==> src/rtl/gray_tracker_pkg.sv <==
// Shared types and constants for the Gray-code position tracker.
package gray_tracker_pkg;

    // Tracker FSM states.
    typedef enum logic [1:0] {
        INIT  = 2'd0,
        TRACK = 2'd1,
        FAULT = 2'd2
    } state_t;

    // Binary deltas that mark one legal step forward or backward.
    localparam logic [2:0] STEP_FWD = 3'd1;
    localparam logic [2:0] STEP_BWD = 3'd7;

    // Forward reflected Gray sequence. Entry i is the Gray code for binary i.
    localparam logic [2:0] GRAY_SEQ [8] = '{
        3'b000, 3'b001, 3'b011, 3'b010,
        3'b110, 3'b111, 3'b101, 3'b100
    };

endpackage

==> src/rtl/gray_tracker_if.sv <==
// Bus between the Gray source (master) and the tracker (slave).
interface gray_tracker_if #(
    parameter int POS_W = 8
);
    logic [2:0]       G;
    logic             sample;
    logic [2:0]       B;
    logic [POS_W-1:0] pos;
    logic             up;
    logic             down;
    logic             err;

    modport master (
        output G, sample,
        input  B, pos, up, down, err
    );

    modport slave (
        input  G, sample,
        output B, pos, up, down, err
    );
endinterface

==> src/rtl/gray_tracker_gray_to_bin.sv <==
// Combinational 3-bit reflected Gray to binary decoder.
module gray_to_bin (
    input  logic [2:0] g,
    output logic [2:0] b
);
    assign b[2] = g[2];
    assign b[1] = g[2] ^ g[1];
    assign b[0] = b[1] ^ g[0];
endmodule

==> src/rtl/gray_tracker.sv <==
// Tracks a 3-bit Gray counter: decodes each accepted sample, counts net
// forward/backward steps and latches a sticky error on any illegal jump.
module gray_tracker
    import gray_tracker_pkg::*;
#(
    parameter int POS_W = 8
) (
    input  logic         clock,
    input  logic         reset,
    gray_tracker_if.slave bus
);

    state_t           state_q, state_d;
    logic [2:0]       b_q, b_d;
    logic [POS_W-1:0] pos_q, pos_d;
    logic             up_q, up_d;
    logic             down_q, down_d;
    logic             err_q, err_d;

    logic [2:0]       g_bin;
    logic [2:0]       delta;

    gray_to_bin u_g2b (
        .g (bus.G),
        .b (g_bin)
    );

    // Step size relative to the last accepted position, modulo 8.
    assign delta = g_bin - b_q;

    // Next-state and next-output decision for one accepted sample.
    always_comb begin
        // NOTE: every target gets a default first, so no path through the
        // case can leave a value unassigned and infer a latch.
        state_d = state_q;
        b_d     = b_q;
        pos_d   = pos_q;
        up_d    = 1'b0;
        down_d  = 1'b0;
        err_d   = err_q;

        unique case (state_q)
            INIT: begin
                if (bus.sample) begin
                    b_d     = g_bin;
                    state_d = TRACK;
                end
            end
            TRACK: begin
                if (bus.sample) begin
                    if (delta == STEP_FWD) begin
                        b_d   = g_bin;
                        pos_d = pos_q + 1'b1;
                        up_d  = 1'b1;
                    end else if (delta == STEP_BWD) begin
                        b_d    = g_bin;
                        pos_d  = pos_q - 1'b1;
                        down_d = 1'b1;
                    end else if (delta != 3'd0) begin
                        // Skipped codes: freeze B and pos for diagnosis.
                        err_d   = 1'b1;
                        state_d = FAULT;
                    end
                end
            end
            FAULT: begin
                err_d = 1'b1;
            end
            default: begin
                state_d = INIT;
            end
        endcase
    end

    // State and output registers with synchronous reset.
    always_ff @(posedge clock) begin
        // NOTE: non-blocking assignments so every register samples the
        // pre-edge values, independent of statement order.
        if (reset) begin
            state_q <= INIT;
            b_q     <= 3'b000;
            pos_q   <= '0;
            up_q    <= 1'b0;
            down_q  <= 1'b0;
            err_q   <= 1'b0;
        end else begin
            state_q <= state_d;
            b_q     <= b_d;
            pos_q   <= pos_d;
            up_q    <= up_d;
            down_q  <= down_d;
            err_q   <= err_d;
        end
    end

    assign bus.B    = b_q;
    assign bus.pos  = pos_q;
    assign bus.up   = up_q;
    assign bus.down = down_q;
    assign bus.err  = err_q;

endmodule

==> src/flat_wrapper.sv <==
// flat-port wrapper written by rule: the top's interface ports become plain ports
module gray_tracker_flat import gray_tracker_pkg::*;
#(
    parameter int POS_W = 8
)
  (clock, reset, bus_G, bus_sample, bus_B, bus_pos, bus_up, bus_down, bus_err);
  gray_tracker_if #(.POS_W(POS_W)) bus_i ();
  input  logic clock;
  input  logic reset;
  input wire logic [$bits(bus_i.G)-1:0] bus_G;
  input wire logic [$bits(bus_i.sample)-1:0] bus_sample;
  output wire logic [$bits(bus_i.B)-1:0] bus_B;
  output wire logic [$bits(bus_i.pos)-1:0] bus_pos;
  output wire logic [$bits(bus_i.up)-1:0] bus_up;
  output wire logic [$bits(bus_i.down)-1:0] bus_down;
  output wire logic [$bits(bus_i.err)-1:0] bus_err;
  assign bus_i.G = bus_G;
  assign bus_i.sample = bus_sample;
  assign bus_B = bus_i.B;
  assign bus_pos = bus_i.pos;
  assign bus_up = bus_i.up;
  assign bus_down = bus_i.down;
  assign bus_err = bus_i.err;
  gray_tracker #(.POS_W(POS_W)) u_core (.clock(clock), .reset(reset), .bus(bus_i));
endmodule
==> config.mk <==
export PLATFORM = sky130hd
export DESIGN_NAME = gray_tracker_flat
export DESIGN_NICKNAME = d
export VERILOG_FILES = /design/src/rtl/gray_tracker_pkg.sv /design/src/rtl/gray_tracker_if.sv /design/src/rtl/gray_tracker_gray_to_bin.sv /design/src/rtl/gray_tracker.sv /design/src/flat_wrapper.sv
export SDC_FILE = /design/constraint.sdc
export NUM_CORES = 1
export LEC_CHECK = 0
export CORE_MARGIN = 4
export CORE_UTILIZATION = 30
export CTS_CLUSTER_SIZE = 20
export DETAILED_ROUTE_END_ITERATION = 16
export SYNTH_ARGS = -nofsm -noshare
export SYNTH_HDL_FRONTEND = slang
export SYNTH_SLANG_ARGS = --single-unit
==> constraint.sdc <==
create_clock -name clock -period 6.4 [get_ports clock]
set_clock_uncertainty 0.1 [all_clocks]
set_input_delay 1.92 -clock clock [delete_from_list [all_inputs] [get_ports clock]]
set_output_delay 1.92 -clock clock [all_outputs]
set_load 0.02 [all_outputs]
==> reports/metrics.yaml <==
outcome:
  outcome: "completed"
clocking:
  cts-resized-gates: 0
  clk_path_buf_depth: 2
  clkSlewWorstSetupHoldPaths_ns: 0.10
  htreeDepth: 1
  insertion_delay_ns: 0.30
  cts_tree: "done"
  ctsHoldBuffers: 0
  clock-sinks: 16
  cts_inserted_buffers: 3
  post_cts_buffers: 0
  cts_root_buf: "clkbuf_4"
drt:
  viasPerCell: 4.789
  ant_nets: 0
  drc_errors: 0
  dr.pass1.iters: 4
  vias: 819
  drt_iter0_drc: 8
  wl_per_cell_microns: 11.71
  wl_microns: 2002
finish:
  fillers: 323
  area_delta_synth_final_pct: 27.07
  final_net_count: 143
  diodes: 0
  final-instance-count-excl-fill: 171
  multi_input_area_sq_um: 644.4
  ff_latch_area_sq_um: 320.3
  drive_above_1_share_pct: 6.299
critical_path:
  critPathCaptureType: "flip-flop"
  ff2ff_path_depth: 11
  cp-start-kind: "primary input"
  crit_start: "bus_G[2]"
  worstPathArrival_ns: 5.69
  r2r_start: "u_core.bus.B[0]$_SDFFE_PP0P_"
  required_ns: 6.49
  worstPathMaxFanout: 9
  worstSetupPathType: "primary input to flip-flop"
grt:
  gr-total-overflow: 0
  antenna_found_initial: 0
  grt_pass1_vias: 841
  grt_pass1_wl_microns: 3498
  grt_max_degree: 19
  grt_usage_pct: 10.35
yosys:
  ys_ff_latch: 16
  avgSynthCellArea_sq_um: 9.419
  syn-cell-area_sq_um: 998.5
  synth_cells: 106
  ys_warn_count: 0
  seq_area_frac_synth_pct: 32.08
  syn_nets: 121
  yosysUniqueCellTypes: 34
min_path:
  hold_depth: 2
  hold_start: "u_core.bus.err$_SDFFE_PP0P_"
  min_path_type: "flip-flop to flip-flop"
placed_design:
  io_buffer_count: 19
  place_ws_ns: 0.4519
  routabilityCongestion: 0.7242
  dp_hpwl_microns: 1555
  dp.cells: 167
run:
  cap_violations: 0
power_and_ir_drop:
  p_sw_uw: 117.1
  cellLeakagePower_uw: 0.0004828
  combPwrFrac_pct: 44.1
  irDropWorstVdd_uv: 145.5
  internal-power_uw: 210.1
  p_clk_share_pct: 20.7
  swShare_pct: 35.79
  p_per_area_nw_per_um2: 258.0
  pwr-share-seq_pct: 35.2
sta:
  relSlewSlack_pct: 57.45
  max_freq_ghz: 0.1785
  fin_crit_sh_pct: 87.52
  setup_ws_ns: 0.7986
  maxSlewViolCount: 0
  setup_violations: 0
  rsz0062_at_grt: "false"
  setup_tns_ns: 0
  worst_slew_pin_slew_ns: 0.6363
  hold_violations: 0
  finalCriticalPeriod_ns: 5.601
floorplanning:
  start_util_pct: 31.92
  die_area_sq_um: 4315
  row_count: 20
  die_h_microns: 65.69
  fp.dieW_microns: 65.69
  core_area_sq_um: 3128
  pin_count: 20
## final cells by class
cell class | count | area share (%)
clock buffer | 4 | 2.860
inverter | 6 | 1.775
multi-input combinational | 82 | 50.79
sequential | 16 | 25.25
tap | 44 | 4.339
timing repair buffer | 19 | 14.99
## cells in the final DEF (no fill, tap or decap)
master / n
o2111ai_1: 1
or4b_1: 1
and3b_1: 1
o21ai_1: 1
clkbuf_8: 1
nor2_1: 13
nor3b_1: 3
nand4_1: 1
nor2_4: 1
a21oi_1: 7
xor2_1: 3
xnor3_2: 1
o21ai_0: 3
nor2b_1: 4
clkbuf_4: 3
nor3_1: 2
mux2i_1: 8
clkdlybuf4s50_1: 19
ha_1: 7
inv_1: 6
nand2b_1: 1
mux2i_4: 1
o41ai_1: 1
a21boi_2: 1
a21o_1: 2
dfxtp_1: 16
xnor2_1: 4
nand3_1: 2
a31oi_1: 2
a2111oi_0: 1
or3b_1: 1
nand2_1: 4
fa_1: 2
a211oi_1: 2
mux2_1: 1
## path summary, 6_finish.rpt
kind,slack [ns],to
min reg2reg,0.35,u_core.bus.err$_SDFFE_PP0P_
max reg2reg,3.15,u_core.bus.pos[7]$_SDFFE_PP0P_
max,0.80,u_core.bus.pos[7]$_SDFFE_PP0P_
min,0.35,u_core.bus.err$_SDFFE_PP0P_
## per-stage QoR
step,hold WS [ns],utilization (%),power (uW),instance area [sq um]
floorplan,0.3515,-,226.9,998.5
global placement,0.3326,39.40,259.5,1232
detailed placement,0.3465,39.40,262.5,1232
CTS,0.3612,40.56,332.6,1269
global route,0.3917,40.56,354.0,1269
finish,0.3518,40.56,327.3,1269
## Yosys cell counts (all sizes together)
| library cell | n | share of area [%] |
|---|---|---|
| and3b | 1 | 0.88 |
| a2111oi | 1 | 0.88 |
| xnor3 | 1 | 2.4 |
| o21ai | 4 | 2.0 |
| nand2b | 1 | 0.63 |
| clkbuf | 1 | 0.38 |
| mux2i | 9 | 10 |
| buf | 1 | 0.75 |
| nor2b | 4 | 2.5 |
| o2111ai | 1 | 0.88 |
| nand3 | 2 | 1.0 |
| a211oi | 2 | 1.5 |
| ha | 7 | 8.8 |
| nor3b | 3 | 2.3 |
| fa | 2 | 4.0 |
| or4b | 1 | 1.0 |
| a21boi | 1 | 1.1 |
| a31oi | 2 | 1.3 |
| a21o | 2 | 1.5 |
| mux2 | 1 | 1.1 |
| nand2 | 4 | 1.5 |
| o41ai | 1 | 0.88 |
| nor3 | 2 | 1.0 |
| inv | 6 | 2.3 |
| xnor2 | 4 | 3.5 |
| nand4 | 1 | 0.63 |
| dfxtp | 16 | 32 |
| nor2 | 14 | 6.0 |
| xor2 | 3 | 2.6 |
| or3b | 1 | 0.88 |
| a21oi | 7 | 3.5 |
## sequential cells by signal (all words and copies together) (netlist names)
name	cells
u_core.bus.err	1
u_core.bus.up	1
u_core.state_q	2
u_core.bus.B	3
u_core.bus.pos	8
u_core.bus.down	1
## power by group through the flow
stage	sequential, uW	combinational (uW)	clock [uW]
2_1_floorplan	125	102	0
3_3_place_gp	118	142	0
3_5_place_dp	118	145	0
4_1_cts	115	146	71.4
5_1_grt	117	161	76.1
6_report	115	144	67.9
## routing by layer
| layer | global-route usage [%] | part of all wire [%] |
|---|---|---|
| met5 | 0 | 0 |
| met4 | 2.591 | 0.95 |
| met3 | 4.103 | 7.3 |
| met2 | 17.40 | 46 |
| met1 | 12.17 | 46 |
## worst max-delay path, stage by stage
cell and delay (ns):
clkdlybuf4s50_1 0.54, xor2_1 0.33, xnor2_1 0.20, ha_1 0.18, inv_1 0.05, fa_1 0.36, xnor3_2 0.30, nand2b_1 0.36
ha_1 0.44, a21oi_1 0.19, a21oi_1 0.08, and3b_1 0.22, mux2i_1 0.20, mux2_1 0.33
## kinds of logic (layout without fill, tap and decap cells)
group | Yosys count | count (layout) | synth area share, %
buffers and inverters | 8 | 29 | 3.383
AO/OA/AOI/OAI | 21 | 21 | 13.53
multiplexers | 10 | 10 | 11.40
adder cells (fa/ha/maj) | 9 | 9 | 12.78
flip-flops | 16 | 16 | 32.08
AND/OR/NAND/NOR | 34 | 34 | 18.30
XOR/XNOR | 8 | 8 | 8.521
(Power assumes the default switching activity.)
